### config.mk
export PLATFORM = sky130hd
export DESIGN_NAME = output_port_sink_flat
export DESIGN_NICKNAME = d
export VERILOG_FILES = /design/src/rtl/io_port_pkg.sv /design/src/rtl/output_port_sink_if.sv /design/src/rtl/port_sink_fifo_mem.sv /design/src/rtl/output_port_sink.sv /design/src/flat_wrapper.sv
export SDC_FILE = /design/constraint.sdc
export NUM_CORES = 1
export LEC_CHECK = 0
export ABC_CLOCK_PERIOD_IN_PS = 3750
export CORE_MARGIN = 2
export CORE_UTILIZATION = 59
export DETAILED_ROUTE_END_ITERATION = 8
export DONT_BUFFER_PORTS = 1
export HOLD_SLACK_MARGIN = 0.06
export PLACE_DENSITY = 0.75
export SYNTH_ARGS = -nofsm -noshare
export SYNTH_HDL_FRONTEND = slang
export SYNTH_SLANG_ARGS = --single-unit
export TNS_END_PERCENT = 5
### constraint.sdc
create_clock -name clk -period 3.75 [get_ports clk]
set_input_delay 0.375 -clock clk [delete_from_list [all_inputs] [get_ports clk]]
set_output_delay 0.375 -clock clk [all_outputs]
set_load 0.01 [all_outputs]
### src/rtl/io_port_pkg.sv
`default_nettype none
// ============================================================================
//  Module  : io_port_pkg
//  Brief   : Shared constants, byte type and sizing helper for the output port.
//  Revision: 1.0  initial release
// ============================================================================
package io_port_pkg;

    localparam int PORT_DATA_W     = 8;
    localparam int PORT_FIFO_DEPTH = 4;

    typedef logic [PORT_DATA_W-1:0] port_byte_t;

    // Smallest w with 2**w >= depth; depth is expected to be a power of two.
    function automatic int clog2_depth(input int depth);
        int w;
        w = 0;
        for (int i = 0; i < 31; i++) begin
            if ((1 << w) < depth) begin
                w = w + 1;
            end
        end
        return w;
    endfunction

endpackage
`default_nettype wire

### src/rtl/output_port_sink_if.sv
`default_nettype none
// ============================================================================
//  Module  : output_port_sink_if
//  Brief   : Core write strobe, downstream valid/ready stream and status flags.
//            PORT_SINK_PARITY_EN widens m_data by one parity bit.
//  Revision: 1.0  initial release
// ============================================================================
interface output_port_sink_if
    import io_port_pkg::*;
#(
    parameter int DATA_W = PORT_DATA_W,
    parameter int DEPTH  = PORT_FIFO_DEPTH
) ();

    localparam int ADDR_W = clog2_depth(DEPTH);
`ifdef PORT_SINK_PARITY_EN
    localparam int ENTRY_W = DATA_W + 1;
`else
    localparam int ENTRY_W = DATA_W;
`endif

    logic                wr_en;
    logic [DATA_W-1:0]   wr_data;
    logic                m_valid;
    logic                m_ready;
    logic [ENTRY_W-1:0]  m_data;
    logic [DATA_W-1:0]   last_data;
    logic [ADDR_W:0]     count;
    logic                full;
    logic                overflow;
    logic                ovf_clr;

    // master: the sink itself; slave: the core plus downstream consumer
    modport master (
        input  wr_en, wr_data, m_ready, ovf_clr,
        output m_valid, m_data, last_data, count, full, overflow
    );

    modport slave (
        output wr_en, wr_data, m_ready, ovf_clr,
        input  m_valid, m_data, last_data, count, full, overflow
    );

endinterface
`default_nettype wire

### src/rtl/port_sink_fifo_mem.sv
`default_nettype none
// ============================================================================
//  Module  : port_sink_fifo_mem
//  Brief   : DEPTH x WIDTH register array, one write port, asynchronous read.
//  Revision: 1.0  initial release
// ============================================================================
module port_sink_fifo_mem #(
    parameter int WIDTH  = 8,
    parameter int DEPTH  = 4,
    parameter int ADDR_W = 2
) (
    input  wire logic              clk,
    input  wire logic              rst,
    input  wire logic              we,
    input  wire logic [ADDR_W-1:0] waddr,
    input  wire logic [WIDTH-1:0]  wdata,
    input  wire logic [ADDR_W-1:0] raddr,
    output logic      [WIDTH-1:0]  rdata
);

    logic [WIDTH-1:0] r_mem [DEPTH];

    always_ff @(posedge clk or negedge rst) begin
        if (!rst) begin
            for (int i = 0; i < DEPTH; i++) begin
                r_mem[i] <= '0;
            end
        end else if (we) begin
            r_mem[waddr] <= wdata;
        end
    end

    assign rdata = r_mem[raddr];

endmodule
`default_nettype wire

### src/rtl/output_port_sink.sv
`default_nettype none
// ============================================================================
//  Module  : output_port_sink
//  Brief   : FWFT FIFO capturing core output-port bytes, drained by valid/ready;
//            writes into a full FIFO are dropped and flagged. PORT_SINK_PARITY_EN
//            stores an even-parity bit with each byte.
//  Revision: 1.0  initial release
// ============================================================================
module output_port_sink
    import io_port_pkg::*;
#(
    parameter int DATA_W = PORT_DATA_W,
    parameter int DEPTH  = PORT_FIFO_DEPTH
) (
    input  wire logic           clk,
    input  wire logic           rst,
    output_port_sink_if.master  port
);

    localparam int ADDR_W = clog2_depth(DEPTH);
`ifdef PORT_SINK_PARITY_EN
    localparam int ENTRY_W = DATA_W + 1;
`else
    localparam int ENTRY_W = DATA_W;
`endif
    localparam logic [ADDR_W:0] c_PTR_ONE = {{ADDR_W{1'b0}}, 1'b1};

    logic [ADDR_W:0]    r_wr_ptr;
    logic [ADDR_W:0]    r_rd_ptr;
    logic [ADDR_W:0]    r_count;
    logic [DATA_W-1:0]  r_last_data;
    logic               r_overflow;

    logic               w_empty;
    logic               w_full;
    logic               w_push;
    logic               w_pop;
    logic               w_drop;
    logic [ENTRY_W-1:0] w_wdata;
    logic [ENTRY_W-1:0] w_rdata;

    assign w_empty = (r_wr_ptr == r_rd_ptr);
    assign w_full  = (r_wr_ptr[ADDR_W] != r_rd_ptr[ADDR_W]) &&
                     (r_wr_ptr[ADDR_W-1:0] == r_rd_ptr[ADDR_W-1:0]);
    assign w_pop   = ~w_empty & port.m_ready;
    // A pop in the same cycle frees the slot, so a full FIFO still accepts.
    assign w_push  = port.wr_en & (~w_full | w_pop);
    assign w_drop  = port.wr_en & w_full & ~w_pop;

`ifdef PORT_SINK_PARITY_EN
    assign w_wdata = {^port.wr_data, port.wr_data};
`else
    assign w_wdata = port.wr_data;
`endif

    port_sink_fifo_mem #(
        .WIDTH  (ENTRY_W),
        .DEPTH  (DEPTH),
        .ADDR_W (ADDR_W)
    ) u_mem (
        .clk   (clk),
        .rst   (rst),
        .we    (w_push),
        .waddr (r_wr_ptr[ADDR_W-1:0]),
        .wdata (w_wdata),
        .raddr (r_rd_ptr[ADDR_W-1:0]),
        .rdata (w_rdata)
    );

    always_ff @(posedge clk or negedge rst) begin
        if (!rst) begin
            r_wr_ptr    <= '0;
            r_rd_ptr    <= '0;
            r_count     <= '0;
            r_last_data <= '0;
            r_overflow  <= 1'b0;
        end else begin
            if (w_push) begin
                r_wr_ptr    <= r_wr_ptr + c_PTR_ONE;
                r_last_data <= port.wr_data;
            end
            if (w_pop) begin
                r_rd_ptr <= r_rd_ptr + c_PTR_ONE;
            end
            case ({w_push, w_pop})
                2'b10:   r_count <= r_count + c_PTR_ONE;
                2'b01:   r_count <= r_count - c_PTR_ONE;
                default: r_count <= r_count;
            endcase
            // A drop on the same edge as a clear keeps the flag set.
            if (w_drop) begin
                r_overflow <= 1'b1;
            end else if (port.ovf_clr) begin
                r_overflow <= 1'b0;
            end
        end
    end

    assign port.m_valid   = ~w_empty;
    assign port.m_data    = w_rdata;
    assign port.last_data = r_last_data;
    assign port.count     = r_count;
    assign port.full      = w_full;
    assign port.overflow  = r_overflow;

endmodule
`default_nettype wire
### src/flat_wrapper.sv
// flat-port wrapper written by rule: the top's interface ports become plain ports
module output_port_sink_flat import io_port_pkg::*;
#(
    parameter int DATA_W = PORT_DATA_W,
    parameter int DEPTH  = PORT_FIFO_DEPTH
)
  (clk, rst, port_wr_en, port_wr_data, port_m_ready, port_ovf_clr, port_m_valid, port_m_data, port_last_data, port_count, port_full, port_overflow);
  output_port_sink_if #(.DATA_W(DATA_W), .DEPTH(DEPTH)) port_i ();
  input  wire logic clk;
  input  wire logic rst;
  input wire logic [$bits(port_i.wr_en)-1:0] port_wr_en;
  input wire logic [$bits(port_i.wr_data)-1:0] port_wr_data;
  input wire logic [$bits(port_i.m_ready)-1:0] port_m_ready;
  input wire logic [$bits(port_i.ovf_clr)-1:0] port_ovf_clr;
  output wire logic [$bits(port_i.m_valid)-1:0] port_m_valid;
  output wire logic [$bits(port_i.m_data)-1:0] port_m_data;
  output wire logic [$bits(port_i.last_data)-1:0] port_last_data;
  output wire logic [$bits(port_i.count)-1:0] port_count;
  output wire logic [$bits(port_i.full)-1:0] port_full;
  output wire logic [$bits(port_i.overflow)-1:0] port_overflow;
  assign port_i.wr_en = port_wr_en;
  assign port_i.wr_data = port_wr_data;
  assign port_i.m_ready = port_m_ready;
  assign port_i.ovf_clr = port_ovf_clr;
  assign port_m_valid = port_i.m_valid;
  assign port_m_data = port_i.m_data;
  assign port_last_data = port_i.last_data;
  assign port_count = port_i.count;
  assign port_full = port_i.full;
  assign port_overflow = port_i.overflow;
  output_port_sink #(.DATA_W(DATA_W), .DEPTH(DEPTH)) u_core (.clk(clk), .rst(rst), .port(port_i));
endmodule
# Word level (Yosys, flattened, before mapping)
# Index checks and enable logic that the tools add are counted.
[word_totals]
output_inout_bits = 22
in_bits = 13
ff_bits = 50
[classes]
muxes = 9
order_cmp = 3
reduce_logical = 4
eq_ne = 5
n_bitwise = 10
addsub = 4
[op_table]
columns = ["cell", "n"]
rows = [
  ["bitwise mux 32 bit", 1],
  ["2-to-1 mux 8 bit", 3],
  ["binary-select mux 8 bit (select 2 bit)", 1],
  ["demux 8 bit (select 2 bit)", 1],
  ["adder 3 x 1 -> 3 bit (second input constant)", 3],
  [">= comparator 3 bit (second input constant)", 2],
  ["NOT 2 -> 3 bit", 2],
  ["case mux 3 bit (2 select lines)", 1],
  ["AND 1 bit", 4],
  ["nonzero test 2 bit", 2],
  ["equality test 3 bit", 1],
  ["< comparator 3 x 1 -> 1 bit (second input constant)", 1],
  ["NOT 1 bit", 3],
  ["subtractor 3 x 1 -> 3 bit (second input constant)", 1],
  ["equality test 2 x 1 -> 1 bit (second input constant)", 1],
  ["equality test 2 bit", 1],
  ["equality test 2 bit (second input constant)", 1],
  ["logical AND 1 bit", 2],
  ["2-to-1 mux 1 bit", 2],
  ["inequality test 1 bit", 1],
  ["bitwise OR 1 bit", 1],
]

# Depth between registers and ports, before layout
[depth]
ltp_word = 7
ltp_mapped = 10
ltp_nobuf = 9

# Hierarchy
# Synthesis repeated with hierarchy kept, for this count alone.
[hier_totals]
hier_cells = 150
area_unflattened_um2 = 2301.0
[modules_own_cells]
columns = ["mod", "instances", "seq_area_each_um2", "cells_each", "area_per_inst_um2"]
rows = [
  ["port_sink_fifo_mem", 1, 800.8, 78, 1401.3],
  ["output_port_sink", 1, 450.4, 72, 899.6],
]

# Worst setup path after synthesis
# No wires, ideal clock.
[synth_timing]
path_type = "register -> register"
start = "register u_core.r_rd_ptr[0]"
end = "register u_core.r_count[2], in the netlist u_core.port.count[2]"
path_stages_with_launch = 11
period_less_slack_ns = 2.487
setup_ns = 0.079
path_slack_ns = 1.263
required_ns = 3.671
t_arrival_ns = 2.408
cell_sequence = "dfrtp_1 > buf_6 > xor2_2 > o41ai_2 > buf_2 > ha_1 > inv_1 > fa_1 > xor2_1 > nor2_1 > xor2_1"
[synth_between]
elab_chain_cells = 7
word_cells_on_any_way = 12
[synth_rtl]
columns = ["element", "line_no", "rtl"]
rows = [
  ["start, declared", "output_port_sink.sv:29", "logic [ADDR_W:0] r_rd_ptr;"],
  ["start signal, assigned", "output_port_sink.sv:83", "r_rd_ptr <= r_rd_ptr + c_PTR_ONE;"],
  ["equality test 3 bit or equality test 2 bit (tied branches)", "output_port_sink.sv:42, output_port_sink.sv:44", ""],
  ["NOT 1 bit or logical AND 1 bit (tied branches)", "output_port_sink.sv:45, output_port_sink.sv:43", ""],
  ["AND 1 bit or NOT 1 bit (tied branches)", "output_port_sink.sv:45, output_port_sink.sv:47", ""],
  ["bitwise OR 1 bit", "output_port_sink.sv:47", "assign w_push = port.wr_en & (~w_full | w_pop);"],
  ["AND 1 bit", "output_port_sink.sv:47", ""],
  ["equality test 2 x 1 -> 1 bit or equality test 2 bit (tied branches)", "output_port_sink.sv:85", "case ({w_push, w_pop})"],
  ["case mux 3 bit (2 select lines) or nonzero test 2 bit (tied branches)", "-", ""],
  ["end signal, assigned", "output_port_sink.sv:86", "2'b10: r_count <= r_count + c_PTR_ONE;"],
  ["end signal, assigned", "output_port_sink.sv:87", "2'b01: r_count <= r_count - c_PTR_ONE;"],
  ["end signal, assigned", "output_port_sink.sv:88", "default: r_count <= r_count;"],
  ["end, declared", "output_port_sink.sv:30", "logic [ADDR_W:0] r_count;"],
]
# Parallel ways exist; a longest one is shown, timed or not.
# A chain may end at the register's enable or synchronous reset.

# Worst setup path in the final report
[layout_timing]
start = "register u_core.r_rd_ptr[1]"
end = "register u_core.r_count[2], in the netlist u_core.port.count[2]"
[layout_between]
elab_chain_cells = 7
word_cells_on_any_way = 12
[layout_rtl]
columns = ["element", "line_no", "rtl"]
rows = [
  ["equality test 3 bit (*)", "output_port_sink.sv:42", "assign w_empty = (r_wr_ptr == r_rd_ptr);"],
  ["NOT 1 bit (*)", "output_port_sink.sv:45", "assign w_pop = ~w_empty & port.m_ready;"],
  ["AND 1 bit (*)", "output_port_sink.sv:45", ""],
  ["via u_core.w_pop", "output_port_sink.sv:37", "logic w_pop;"],
  ["bitwise OR 1 bit", "output_port_sink.sv:47", ""],
  ["AND 1 bit", "output_port_sink.sv:47", ""],
  ["equality test 2 x 1 -> 1 bit or equality test 2 bit (tied branches)", "output_port_sink.sv:85", ""],
  ["case mux 3 bit (2 select lines) or nonzero test 2 bit (tied branches)", "-", ""],
]
# Mark *: on every way through the listed nets, which the timed path passes. The rest lies on a longest branch.

==> summary.txt <==
Die
  • DIE HEIGHT: 67.8 µm
  • Core Rows: 23
  • I/O pin cnt: 35
  • Die ar.: 0.00459 mm²
  • Die width: 67.8 µm
  • Initial Util: 0.609
  • Core region area: 0.00394 mm²

Power
  • Max IR drop VDD: 386 µV
  • Clock power frac: 0.180
  • Switching power: 0.900 mW
  • Pint: 1.61 mW
  • Net switching fraction of the power: 0.358
  • Part of the power in registers: 0.401
  • Comb power frac: 0.419
  • Pwr Density: 955 mW/mm²
  • LEAKAGE: 1.12 nW

Worst setup path
  • RR Endpoint: u_core.port.count[2]
  • Crit Reg-Reg Startpoint: u_core.r_rd_ptr[1]
  • CP Data Required Time: 3.97 ns
  • Cell-by-cell trace of the critical path: xor2_2, o31ai_1, inv_1, ha_1, inv_1, fa_1, xor2_1, nor2_1, xor2_1
  • Reg2reg setup slack: 1.00 ns
  • Worst Path Max Fanout: 11
  • Worst Setup End Kind: flop
  • WP data arrival: 2.97 ns
  • Setup CP Type: reg2reg
  • Critical Path Max Stage Delay: 0.69 ns
  • Worst r2r path cells: 9
  • Slowest-stage cell, CP: dfrtp_1
  • Startpoint Class: flop

Clock tree
  • Post-CTS resize count: 0
  • # clock sinks: 50
  • Post-CTS setup buffers: 0
  • Hold-fix buffers, CTS: 2
  • CTS tree: done
  • Worst-path clk slew: 0.09 ns
  • Clk buf depth: 2
  • Number of CTS-inserted buffers: 5
  • H-tree depth: 2
  • Clock latency on the worst-skew pair: 0.29 ns
  • CTS root buffer: clkbuf_8

Detailed routing
  • Total Wirelength: 3980 µm
  • Vias: 1253
  • First DRT Iteration DRCs: 53
  • Residual DRC: 0
  • Vias/cell: 5.97
  • Wire per inst: 19.0 µm
  • DRT Pass-1 Iters: 4
  • ANT nets after route: 0

Finish
  • Fraction of layout cells with a size suffix above 1: 0.438
  • Ant diodes: 0
  • Fillers: 277
  • Seq. cell area: 0.00125 mm²
  • Final layout net count: 179
  • Multi-input combinational cell area: 0.00109 mm²
  • Synthesis-to-finish area growth: 9.65%

Global route
  • Initial antenna violation count: 0
  • GRT overflow: 0
  • Largest net degree at the start of global routing: 51
  • First-pass GRT wire length: 6560 µm
  • GRT Resource Usage Total: 0.203
  • Vias in the first global route: 1342

Logic synthesis
  • Library cells used by synthesis: 26
  • Syn_area_per_cell: 15.8 µm²
  • Mapped Cells: 152
  • Post-synthesis sequential area ratio: 0.521
  • Synth Register Bits: 50
  • Syn Std Cell Area: 0.00240 mm²
  • Yosys warns: 0
  • Syn Nets: 172

Job
  • Max Cap Violations: 0

Hold path
  • WHS Path Cells: 1
  • Hold Path Class: in2reg
  • WHS Endpoint: u_core.port.last_data[2]
  • Min-delay src: port_wr_data[2]

Timing
  • Peak Freq: 364 MHz
  • Final Skew: 0.00229 ns
  • Worst slew pin tran: 0.882 ns
  • Period minus WS final: 2.75 ns
  • Final Max Tran Viols: 0
  • RSZ-0062 raised after global routing: false
  • Final Cycle Share: 0.733
  • Final Hold Viols: 0
  • TNS Setup: 0 ns
  • Max_slew headroom: 0.410
  • Worst Hold Slack: 0.221 ns
  • Setup violators final: 0

Placement
  • GPL Wtd Cong: 0.822
  • Port buffer count: 0
  • Post-DP HPWL: 2700 µm

Status
  • Status: finished, final reports clean
==> power groups by stage <==
| stage | clock (mW) | sequential [mW] | combinational [mW] |
|---|---|---|---|
| floorplan | 0 | 0.948 | 0.930 |
| global placement | 0 | 0.999 | 1.01 |
| detailed placement | 0 | 1.02 | 1.05 |
| CTS | 0.463 | 1.01 | 1.07 |
| global route | 0.489 | 1.04 | 1.16 |
| finish | 0.453 | 1.01 | 1.05 |
==> state kept, by name, summed over array words and instances (netlist names) <==
| register | cells |
|---|---|
| u_core.u_mem.r_mem | 32 |
| u_core.port.last_data | 8 |
| u_core.port.count | 3 |
| u_core.r_rd_ptr | 3 |
| u_core.r_wr_ptr | 3 |
| u_core.port.overflow | 1 |
==> layout make-up <==
cell class                 instances  area share
tap                               50      0.0238
clock buffer                       6      0.0314
sequential                        50       0.476
multi-input combinational         89       0.414
inverter                           9      0.0128
timing repair buffer               4      0.0200
clock inverter                     2      0.0228
==> layer usage <==
| layer | up-vias | routed length, µm | track usage |
|---|---|---|---|
| li1 | 564 | - | - |
| met1 | 651 | 1700 | 0.259 |
| met2 | 30 | 1990 | 0.310 |
| met3 | 8 | 213 | 0.0633 |
| met4 | 0 | 78 | 0.113 |
| met5 | - | 0 | 0 |
==> cells by family (layout without fill, tap and decap cells) <==
kind of cell             after synthesis  count (layout)  synth area share
multiplexers                          51              51             0.276
flip-flops                            50              50             0.521
buffers and inverters                 13              21            0.0250
AND/OR/NAND/NOR                       12              12            0.0250
XOR/XNOR                              10              10            0.0459
AO/OA/AOI/OAI                          9               9            0.0667
adder cells (fa/ha/maj)                7               7            0.0396
==> cell usage after synthesis <==
cell type | count | area share
clkbuf_2 | 1 | 0.0021
o41ai_4 | 4 | 0.046
nor2_1 | 2 | 0.0031
xor2_1 | 3 | 0.011
xnor2_1 | 4 | 0.015
ha_1 | 6 | 0.031
xnor2_2 | 1 | 0.0068
buf_2 | 2 | 0.0042
xor2_2 | 2 | 0.014
mux4_2 | 8 | 0.075
or2_2 | 1 | 0.0026
o41ai_2 | 1 | 0.0068
and2_1 | 4 | 0.010
inv_1 | 9 | 0.014
dfrtp_1 | 50 | 0.52
mux2_2 | 42 | 0.20
mux2i_1 | 1 | 0.0042
o2111ai_1 | 1 | 0.0037
nand2_1 | 3 | 0.0047
o31ai_1 | 1 | 0.0031
nand3_1 | 1 | 0.0021
o211ai_1 | 1 | 0.0031
nor3_1 | 1 | 0.0021
a32o_1 | 1 | 0.0042
fa_1 | 1 | 0.0083
buf_6 | 1 | 0.0047
==> layout by cell type (no fill, tap or decap), types with 2 or more instances in the layout <==
cell / synthesis / layout
dfrtp_1: 50 / 50
mux2_2: 42 / 42
inv_1: 9 / 9
mux4_2: 8 / 8
ha_1: 6 / 6
clkbuf_8: 0 / 6
and2_1: 4 / 4
o41ai_4: 4 / 4
xnor2_1: 4 / 4
xor2_1: 3 / 3
nand2_1: 3 / 3
xor2_2: 2 / 2
nor2_1: 2 / 2
bufinv_16: 0 / 2
buf_4: 0 / 2
==> worst max-delay path, delay by kind of cell, from the launching register on <==
family	cells	cell delay (ns)
flops	1	0.69
simple gates	1	0.11
buf+inv	2	0.16
fa+ha+maj	2	0.54
compound gates	1	0.25
xor+xnor	3	0.93
==> through the flow <==
stage	setup WS (ns)	util	area (µm²)	instances	power [mW]
5_1_grt	0.740	0.667	2630	210	2.69
3_5_place_dp	0.976	0.622	2450	200	2.07
3_3_place_gp	1.09	0.622	2450	200	2.01
4_1_cts	0.947	0.667	2630	210	2.54
2_1_floorplan	1.26	-	2400	152	1.88
6_report	1.00	0.667	2630	210	2.51
==> worst max-delay path by stage <==
stage                       start                    to  slack, ns  depth (start not counted)
5_1_grt        u_core.r_rd_ptr[1]  u_core.port.count[2]       0.74                          9
3_3_place_gp   u_core.r_rd_ptr[1]  u_core.port.count[2]       1.09                          9
6_report       u_core.r_rd_ptr[1]  u_core.port.count[2]       1.00                          9
2_1_floorplan  u_core.r_rd_ptr[0]  u_core.port.count[2]       1.26                         10
4_1_cts        u_core.r_rd_ptr[1]  u_core.port.count[2]       0.95                          9
3_5_place_dp   u_core.r_rd_ptr[1]  u_core.port.count[2]       0.98                          9
Note: power is estimated with default switching activity, not from simulation.
